### config.mk
export PLATFORM = sky130hd
export DESIGN_NAME = uart_prog_loader
export DESIGN_NICKNAME = d
export VERILOG_FILES = /design/src/rtl/uart_prog_pkg.sv /design/src/rtl/uart_rx_byte.sv /design/src/rtl/uart_prog_loader.sv
export SDC_FILE = /design/constraint.sdc
export NUM_CORES = 1
export LEC_CHECK = 0
export CORE_MARGIN = 2
export CORE_UTILIZATION = 50
export CTS_CLUSTER_DIAMETER = 120
export DETAILED_ROUTE_END_ITERATION = 12
export PLACE_DENSITY_LB_ADDON = 0.1
export SLEW_MARGIN = 30
export SYNTH_ARGS = -nofsm -noshare
export SYNTH_HDL_FRONTEND = slang
export SYNTH_HIERARCHICAL = 1
export SYNTH_SLANG_ARGS = --single-unit
### constraint.sdc
create_clock -name clk -period 3.3 [get_ports clk]
set_clock_uncertainty 0.1 [all_clocks]
set_input_delay 0.66 -clock clk [delete_from_list [all_inputs] [get_ports clk]]
set_output_delay 0.66 -clock clk [all_outputs]
set_load 0.02 [all_outputs]
### src/rtl/uart_prog_pkg.sv
// Shared constants and state encodings for the UART program loader.
package uart_prog_pkg;
  localparam logic [7:0] SYNC_BYTE = 8'h55;
  localparam logic [7:0] ACK_BYTE  = 8'h06;
  localparam logic [7:0] NAK_BYTE  = 8'h15;

  typedef enum logic [2:0] {
    S_IDLE, S_ADDRH, S_ADDRL, S_COUNT, S_DATA, S_CHECK, S_RESP
  } ld_state_e;

  typedef enum logic [1:0] {
    RX_IDLE, RX_START, RX_DATA, RX_STOP
  } rx_state_e;
endpackage

### src/rtl/uart_rx_byte.sv
// 8N1 byte receiver on an already-synchronised line; held idle while arm is low.
module uart_rx_byte
  import uart_prog_pkg::*;
#(
  parameter int CLKS_PER_BIT = 434
) (
  input  logic       clk,
  input  logic       rst,
  input  logic       rx_sync,
  input  logic       arm,
  output logic [7:0] data,
  output logic       valid,
  output logic       frame_err
);
  localparam int CW = $clog2(CLKS_PER_BIT);
  localparam logic [CW-1:0] BIT_LAST  = CW'(CLKS_PER_BIT - 1);
  localparam logic [CW-1:0] HALF_LAST = CW'(CLKS_PER_BIT / 2 - 1);

  rx_state_e     st, st_n;
  logic [CW-1:0] cnt, cnt_n;
  logic [2:0]    bit_idx, bit_n;
  logic [7:0]    sh, sh_n;
  logic          rx_prev, valid_n, ferr_n;

  always_ff @(posedge clk or negedge rst) begin
    if (!rst) begin
      st        <= RX_IDLE;
      cnt       <= '0;
      bit_idx   <= '0;
      sh        <= '0;
      rx_prev   <= 1'b1;
      valid     <= 1'b0;
      frame_err <= 1'b0;
    end else begin
      st        <= st_n;
      cnt       <= cnt_n;
      bit_idx   <= bit_n;
      sh        <= sh_n;
      rx_prev   <= rx_sync;
      valid     <= valid_n;
      frame_err <= ferr_n;
    end
  end

  always_comb begin
    st_n    = st;
    cnt_n   = cnt;
    bit_n   = bit_idx;
    sh_n    = sh;
    valid_n = 1'b0;
    ferr_n  = 1'b0;
    case (st)
      RX_IDLE: begin
        cnt_n = '0;
        bit_n = '0;
        if (rx_prev && !rx_sync) st_n = RX_START;
      end
      RX_START: begin
        // a line that is high again at mid-start was only a glitch
        if (cnt == HALF_LAST) begin
          cnt_n = '0;
          st_n  = rx_sync ? RX_IDLE : RX_DATA;
        end else cnt_n = cnt + CW'(1);
      end
      RX_DATA: begin
        if (cnt == BIT_LAST) begin
          cnt_n = '0;
          sh_n  = {rx_sync, sh[7:1]};
          if (bit_idx == 3'd7) st_n = RX_STOP;
          else bit_n = bit_idx + 3'd1;
        end else cnt_n = cnt + CW'(1);
      end
      RX_STOP: begin
        if (cnt == BIT_LAST) begin
          st_n    = RX_IDLE;
          valid_n = rx_sync;
          ferr_n  = !rx_sync;
        end else cnt_n = cnt + CW'(1);
      end
      default: st_n = RX_IDLE;
    endcase
    if (!arm) begin
      st_n    = RX_IDLE;
      valid_n = 1'b0;
      ferr_n  = 1'b0;
    end
  end

  assign data = sh;
endmodule

### src/rtl/uart_prog_loader.sv
// Serial program loader: receives framed words over UART, strobes them into
// program memory and answers each frame with ACK/NAK on tx.
module uart_prog_loader
  import uart_prog_pkg::*;
#(
  parameter int CLKS_PER_BIT = 434,
  parameter int DATA_W       = 16,
  parameter int ADDR_W       = 16,
  parameter int TIMEOUT_CLKS = 2000000
) (
  input  logic              clk,
  input  logic              rst,
  input  logic              en,
  input  logic              rx,
  output logic              tx,
  output logic [ADDR_W-1:0] prog_addr,
  output logic [DATA_W-1:0] prog_data,
  output logic              prog_we,
  output logic              busy,
  output logic              err
);
  localparam int BYTES = DATA_W / 8;
  localparam int TW    = $clog2(TIMEOUT_CLKS + 1);
  localparam int TXW   = $clog2(CLKS_PER_BIT);
  localparam logic [1:0]     LAST_BYTE = 2'(BYTES - 1);
  localparam logic [TW-1:0]  TO_LAST   = TW'(TIMEOUT_CLKS - 1);
  localparam logic [TXW-1:0] TX_LAST   = TXW'(CLKS_PER_BIT - 1);

  logic       rx_meta, rx_sync;
  logic [7:0] rx_data;
  logic       rx_valid, rx_ferr;

  always_ff @(posedge clk or negedge rst) begin
    if (!rst) begin
      rx_meta <= 1'b1;
      rx_sync <= 1'b1;
    end else begin
      rx_meta <= rx;
      rx_sync <= rx_meta;
    end
  end

  ld_state_e         state, state_n;
  logic [7:0]        addr_h, addr_h_n, sum, sum_n, sum_next;
  logic [ADDR_W-1:0] addr_q, addr_n;
  logic [DATA_W-1:0] asm_q, asm_n, asm_word, data_q, data_n;
  logic              we_q, we_n, err_q, err_n, tx_q, tx_q_n;
  logic [1:0]        byte_idx, byte_idx_n;
  logic [8:0]        word_cnt, word_cnt_n;
  logic [9:0]        tx_sh, tx_sh_n;
  logic [TXW-1:0]    tx_cnt, tx_cnt_n;
  logic [3:0]        tx_bits, tx_bits_n;
  logic [TW-1:0]     to_cnt, to_cnt_n;
  logic [15:0]       full_addr;

  // the receiver is deaf while the response is on the wire
  uart_rx_byte #(.CLKS_PER_BIT(CLKS_PER_BIT)) u_rx (
    .clk      (clk),
    .rst      (rst),
    .rx_sync  (rx_sync),
    .arm      (en && (state != S_RESP)),
    .data     (rx_data),
    .valid    (rx_valid),
    .frame_err(rx_ferr)
  );

  assign sum_next  = sum + rx_data;
  assign full_addr = {addr_h, rx_data};

  // little-endian word assembly: byte k lands in bits [8k+7:8k]
  always_comb begin
    asm_word = asm_q;
    for (int i = 0; i < BYTES; i++)
      if (byte_idx == 2'(i)) asm_word[i*8 +: 8] = rx_data;
  end

  always_ff @(posedge clk or negedge rst) begin
    if (!rst) begin
      state    <= S_IDLE;
      addr_h   <= '0;
      addr_q   <= '0;
      asm_q    <= '0;
      data_q   <= '0;
      we_q     <= 1'b0;
      err_q    <= 1'b0;
      byte_idx <= '0;
      word_cnt <= '0;
      sum      <= '0;
      tx_sh    <= '1;
      tx_cnt   <= '0;
      tx_bits  <= '0;
      tx_q     <= 1'b1;
      to_cnt   <= '0;
    end else begin
      state    <= state_n;
      addr_h   <= addr_h_n;
      addr_q   <= addr_n;
      asm_q    <= asm_n;
      data_q   <= data_n;
      we_q     <= we_n;
      err_q    <= err_n;
      byte_idx <= byte_idx_n;
      word_cnt <= word_cnt_n;
      sum      <= sum_n;
      tx_sh    <= tx_sh_n;
      tx_cnt   <= tx_cnt_n;
      tx_bits  <= tx_bits_n;
      tx_q     <= tx_q_n;
      to_cnt   <= to_cnt_n;
    end
  end

  always_comb begin
    state_n    = state;
    addr_h_n   = addr_h;
    addr_n     = we_q ? addr_q + ADDR_W'(1) : addr_q;
    asm_n      = asm_q;
    data_n     = data_q;
    we_n       = 1'b0;
    err_n      = err_q;
    byte_idx_n = byte_idx;
    word_cnt_n = word_cnt;
    sum_n      = sum;
    tx_sh_n    = tx_sh;
    tx_cnt_n   = tx_cnt;
    tx_bits_n  = tx_bits;
    to_cnt_n   = (state == S_IDLE || state == S_RESP || rx_valid) ? '0 : to_cnt + TW'(1);
    case (state)
      S_IDLE:
        if (rx_valid && rx_data == SYNC_BYTE) begin
          state_n = S_ADDRH;
          err_n   = 1'b0;
        end
      S_ADDRH:
        if (rx_valid) begin
          addr_h_n = rx_data;
          sum_n    = rx_data;
          state_n  = S_ADDRL;
        end
      S_ADDRL:
        if (rx_valid) begin
          addr_n  = full_addr[ADDR_W-1:0];
          sum_n   = sum_next;
          state_n = S_COUNT;
        end
      S_COUNT:
        if (rx_valid) begin
          word_cnt_n = (rx_data == 8'd0) ? 9'd256 : {1'b0, rx_data};
          byte_idx_n = '0;
          sum_n      = sum_next;
          state_n    = S_DATA;
        end
      S_DATA:
        if (rx_valid) begin
          sum_n = sum_next;
          asm_n = asm_word;
          if (byte_idx == LAST_BYTE) begin
            byte_idx_n = '0;
            data_n     = asm_word;
            we_n       = 1'b1;
            word_cnt_n = word_cnt - 9'd1;
            if (word_cnt == 9'd1) state_n = S_CHECK;
          end else byte_idx_n = byte_idx + 2'd1;
        end
      S_CHECK:
        if (rx_valid) begin
          state_n   = S_RESP;
          tx_sh_n   = {1'b1, (sum_next == 8'd0) ? ACK_BYTE : NAK_BYTE, 1'b0};
          tx_cnt_n  = '0;
          tx_bits_n = '0;
          if (sum_next != 8'd0) err_n = 1'b1;
        end
      S_RESP:
        if (tx_cnt == TX_LAST) begin
          tx_cnt_n = '0;
          tx_sh_n  = {1'b1, tx_sh[9:1]};
          if (tx_bits == 4'd9) state_n = S_IDLE;
          else tx_bits_n = tx_bits + 4'd1;
        end else tx_cnt_n = tx_cnt + TXW'(1);
      default: state_n = S_IDLE;
    endcase
    if (rx_ferr) begin
      state_n = S_IDLE;
      err_n   = 1'b1;
      we_n    = 1'b0;
    end
    if (to_cnt == TO_LAST && !rx_valid && state != S_IDLE && state != S_RESP) begin
      state_n = S_IDLE;
      err_n   = 1'b1;
      we_n    = 1'b0;
    end
    if (!en) begin
      state_n = S_IDLE;
      we_n    = 1'b0;
    end
    tx_q_n = (state_n == S_RESP) ? tx_sh_n[0] : 1'b1;
  end

  // en gates the outputs directly so a drop takes effect in the same cycle
  assign tx        = tx_q | ~en;
  assign prog_we   = we_q & en;
  assign busy      = (state != S_IDLE) & en;
  assign err       = err_q;
  assign prog_addr = addr_q;
  assign prog_data = data_q;
endmodule

==> summary.md <==
| Metric | Value |
|---|---|
| R2r startpoint | u_rx/data[0] |
| Wire length on met3 | 529 µm |
| RSZ-0062 raised after global routing | no |
| Final period utilization | 87.5% |
| Largest family of logic cells by synthesized area | simple AND/OR/NAND/NOR gates |
| Post-synthesis simple-gate area fraction | 21.1% |
| PnR Total Power | 4.10 mW |
| Crit path launch | en |
| CTS Sinks | 144 |
| CTS buffer count | 17 |
| CP Class | input port to primary output |
| Post-synthesis mux area share | 4.92% |
| Cell leakage power | 3.75 nW |
| Mapped Nets | 747 |
| Worst slack at placement | 423 ps |
| Post-DP HPWL | 10,600 µm |
| Max_cap viols | 0 |
| CTS Buffer Depth | 2 |
| Initial Util | around half |
| Top routing layer used | met4 |
| Die Y | 124 µm |
| Non-Filler Instances | 963 |
| Run status | complete, no violations |
| DR vias/cell | 5.59 |
| Post-synth cell types | 70 |
| Worst Path Arrival | 2130 ps |
| Syn_area_per_cell | between 10 and 15 µm² |
| Mapped Cells | between 700 and 800 |
| DRC violations left | 0 |
| Min cycle time layout | 2890 ps |
| Worst min path class | input port to asynchronous set/reset pin |
| Critical path launch point type | input port |
| Routed wl met2 | around 7700 µm |
| Max Clk Rate | about 350 MHz |
| IO Count | 40 |
| Adder-cell share of the synthesized area | 3.73% |
| Ys flop type | dfrtp_1 |
| Largest net degree at the start of global routing | 61 |
| EDFF count, synth | 0 |
| Max-slew headroom | 52.3% |
| WL/cell | 16.2 µm |
| #FFs+latches synth | 144 |
| First-pass GRT wire length | 26,700 µm |
| Yosys warning total | 6 |
| Port Buffers | 39 |
| Hold Buf Count CTS | 0 |
| Clock latency on the worst-skew pair | 420 ps |
| Share of cells above drive strength 1 | 13.5% |
| Crit. End Element | primary output |
| Worst Path Required | 2540 ps |
| Worst IR Drop VDD | about 0.00035 V |
| Seq/Total Area, Yosys | 49.9% |
| Area growth, synth to finish | 17.5% |
| Vias post-DR | 5,379 |
| DIE AREA | between 0.015 and 0.02 mm² |
| Worst-Margin Slew | 711 ps |
| Layout Nets | 791 |
| Post-route ant nets | 0 |
| Power Density | just under 500 mW/mm² |
| Max-slew violation count | 0 |
| Total Routed Length | between 15,000 and 20,000 µm |
| Number of global-route vias before repair | 5,366 |
| # diodes | 0 |
| Final Hold Fails | 0 |
| Drt first pass iters | 5 |
| Site Rows | 44 |
| Final WS setup | 413 ps |
| Crit Path Max Fanout | 6 |
| Die W | around 120 µm |
| Worst reg2reg setup slack | 640 ps |
| Clk Tree Root Cell | clkbuf_16 |
| Global-route usage over all layers | 21.2% |
| TritonCTS clock tree | done |
| Post-cts gate resize count | 0 |
| Placed instance count | between 900 and 1,000 |
| Asr flop ratio synth | 100% |
| Grt total ovfl | 0 |
| Syn Std Cell Area | 0.00725 mm² |
| Core region area | 0.0144 mm² |
| Setup TNS | 0 ps |
| Initial antenna violation count | 0 |
| Initial DRC count | around 320 |
| Routed met1 length | ~7000 µm |
| Routability cong. | 0.839 |
| Hold slack | a little under 100 ps |
| Post-CTS Setup Repair Bufs | 0 |
| Final setup fails | 0 |
| XOR/XNOR share of the synthesized area | slightly below 6% |
| Compound-Gate Fraction of Synth Area | 11.5% |
| Worst-path clk slew | 60 ps |
| H-tree depth | 4 |
## per-stage QoR
step | area, µm² | utilization, %
6_report | 8520 | 59.3
5_1_grt | 8520 | 59.3
4_1_cts | 8520 | 59.3
3_5_place_dp | 7820 | 54.4
3_3_place_gp | 7820 | 54.4
2_1_floorplan | 7250 | -
## report_power, final
part           total [mW]  internal [mW]  switching (mW)
Combinational      0.0611         0.0142          0.0469
Clock                2.26           1.53           0.729
Sequential           1.78           1.77         0.00798
## worst max-delay path: stages
cell and delay, ps:
clkdlybuf4s50_1 650, o31a_1 210, clkdlybuf4s50_1 600
## worst paths after layout
check | cells past startpoint | to
max | 3 | busy
min | 1 | prog_data[14]
max reg2reg | 9 | tx_sh[5]
min reg2reg | 0 | rx_sync
max in group asynchronous | 2 | tx_sh[1]
min in group clk | 0 | rx_sync
## cell usage in the layout, fill, tap and decap left out, types with 4 or more instances in the layout
cell type / count
mux2_4: 7
and2_1: 7
a22o_1: 5
clkbuf_16: 17
inv_1: 14
buf_4: 13
o21ai_0: 41
mux2i_1: 6
clkdlybuf4s50_1: 38
o211ai_1: 7
dfstp_2: 14
a21oi_1: 16
nand4_1: 12
nor2b_1: 11
nand3_1: 31
nand3b_1: 4
nand2b_1: 6
xnor2_1: 20
dfrtp_1: 130
and3_1: 17
nor2_1: 66
o21ai_1: 15
a31oi_1: 8
nand2_1: 106
bufinv_16: 7
xor2_1: 29
mux2_2: 17
ha_1: 20
o31ai_1: 5
nor3_1: 11
nor4_1: 5
and4_1: 5
## logic make-up after synthesis
group,after synthesis
compound gates,131
xor+xnor,49
fa+ha+maj,21
buf+inv,43
flops,144
mux,30
simple gates,304
## layout make-up
class                      instances  area (µm²)
inverter                          16        60.1
timing repair buffer              52         489
multi-input combinational        535        3420
clock inverter                    11         234
sequential                       144        3620
fill                            1216        5850
clock buffer                      21         460
tap                              184         230
## per-layer routing
layer  track usage, %  vias to the layer above
li1                 -                     2613
met1             27.9                     2630
met2             35.2                      116
met3             3.87                       20
met4             7.67                        0
met5                0                        -
## state kept, by name, indices dropped and copies added (netlist names), 9 cells and up
register	count
to_cnt	21
prog_data	16
word_cnt	9
u_rx/cnt	9
tx_cnt	9
prog_addr	16
tx_sh	10
## synthesized netlist by cell type, types with 4 or more instances
| cell | n | area, µm² |
|---|---|---|
| a31oi_1 | 8 | 50.1 |
| nand3b_1 | 4 | 30.0 |
| nor3_1 | 11 | 55.1 |
| mux2_2 | 17 | 191 |
| o31ai_1 | 5 | 37.5 |
| xnor2_1 | 20 | 175 |
| clkbuf_1 | 13 | 48.8 |
| nor2b_1 | 11 | 68.8 |
| o21ai_0 | 41 | 205 |
| mux2i_1 | 6 | 60.1 |
| dfstp_2 | 14 | 368 |
| nand4_1 | 12 | 75.1 |
| o211ai_1 | 7 | 52.6 |
| buf_2 | 9 | 45.0 |
| dfrtp_1 | 130 | 3250 |
| and4_1 | 5 | 43.8 |
| a22o_1 | 5 | 43.8 |
| inv_1 | 14 | 52.6 |
| xor2_1 | 29 | 254 |
| nand2b_1 | 6 | 37.5 |
| and3_1 | 17 | 106 |
| nand2_1 | 106 | 398 |
| a21oi_1 | 16 | 80.1 |
| nor4_1 | 5 | 31.3 |
| nor2_1 | 66 | 248 |
| o21ai_1 | 15 | 75.1 |
| and2_1 | 7 | 43.8 |
| buf_6 | 4 | 45.0 |
| nand3_1 | 31 | 155 |
| mux2_4 | 7 | 105 |
| ha_1 | 20 | 250 |
No activity file was read; power rests on OpenSTA's default activity.
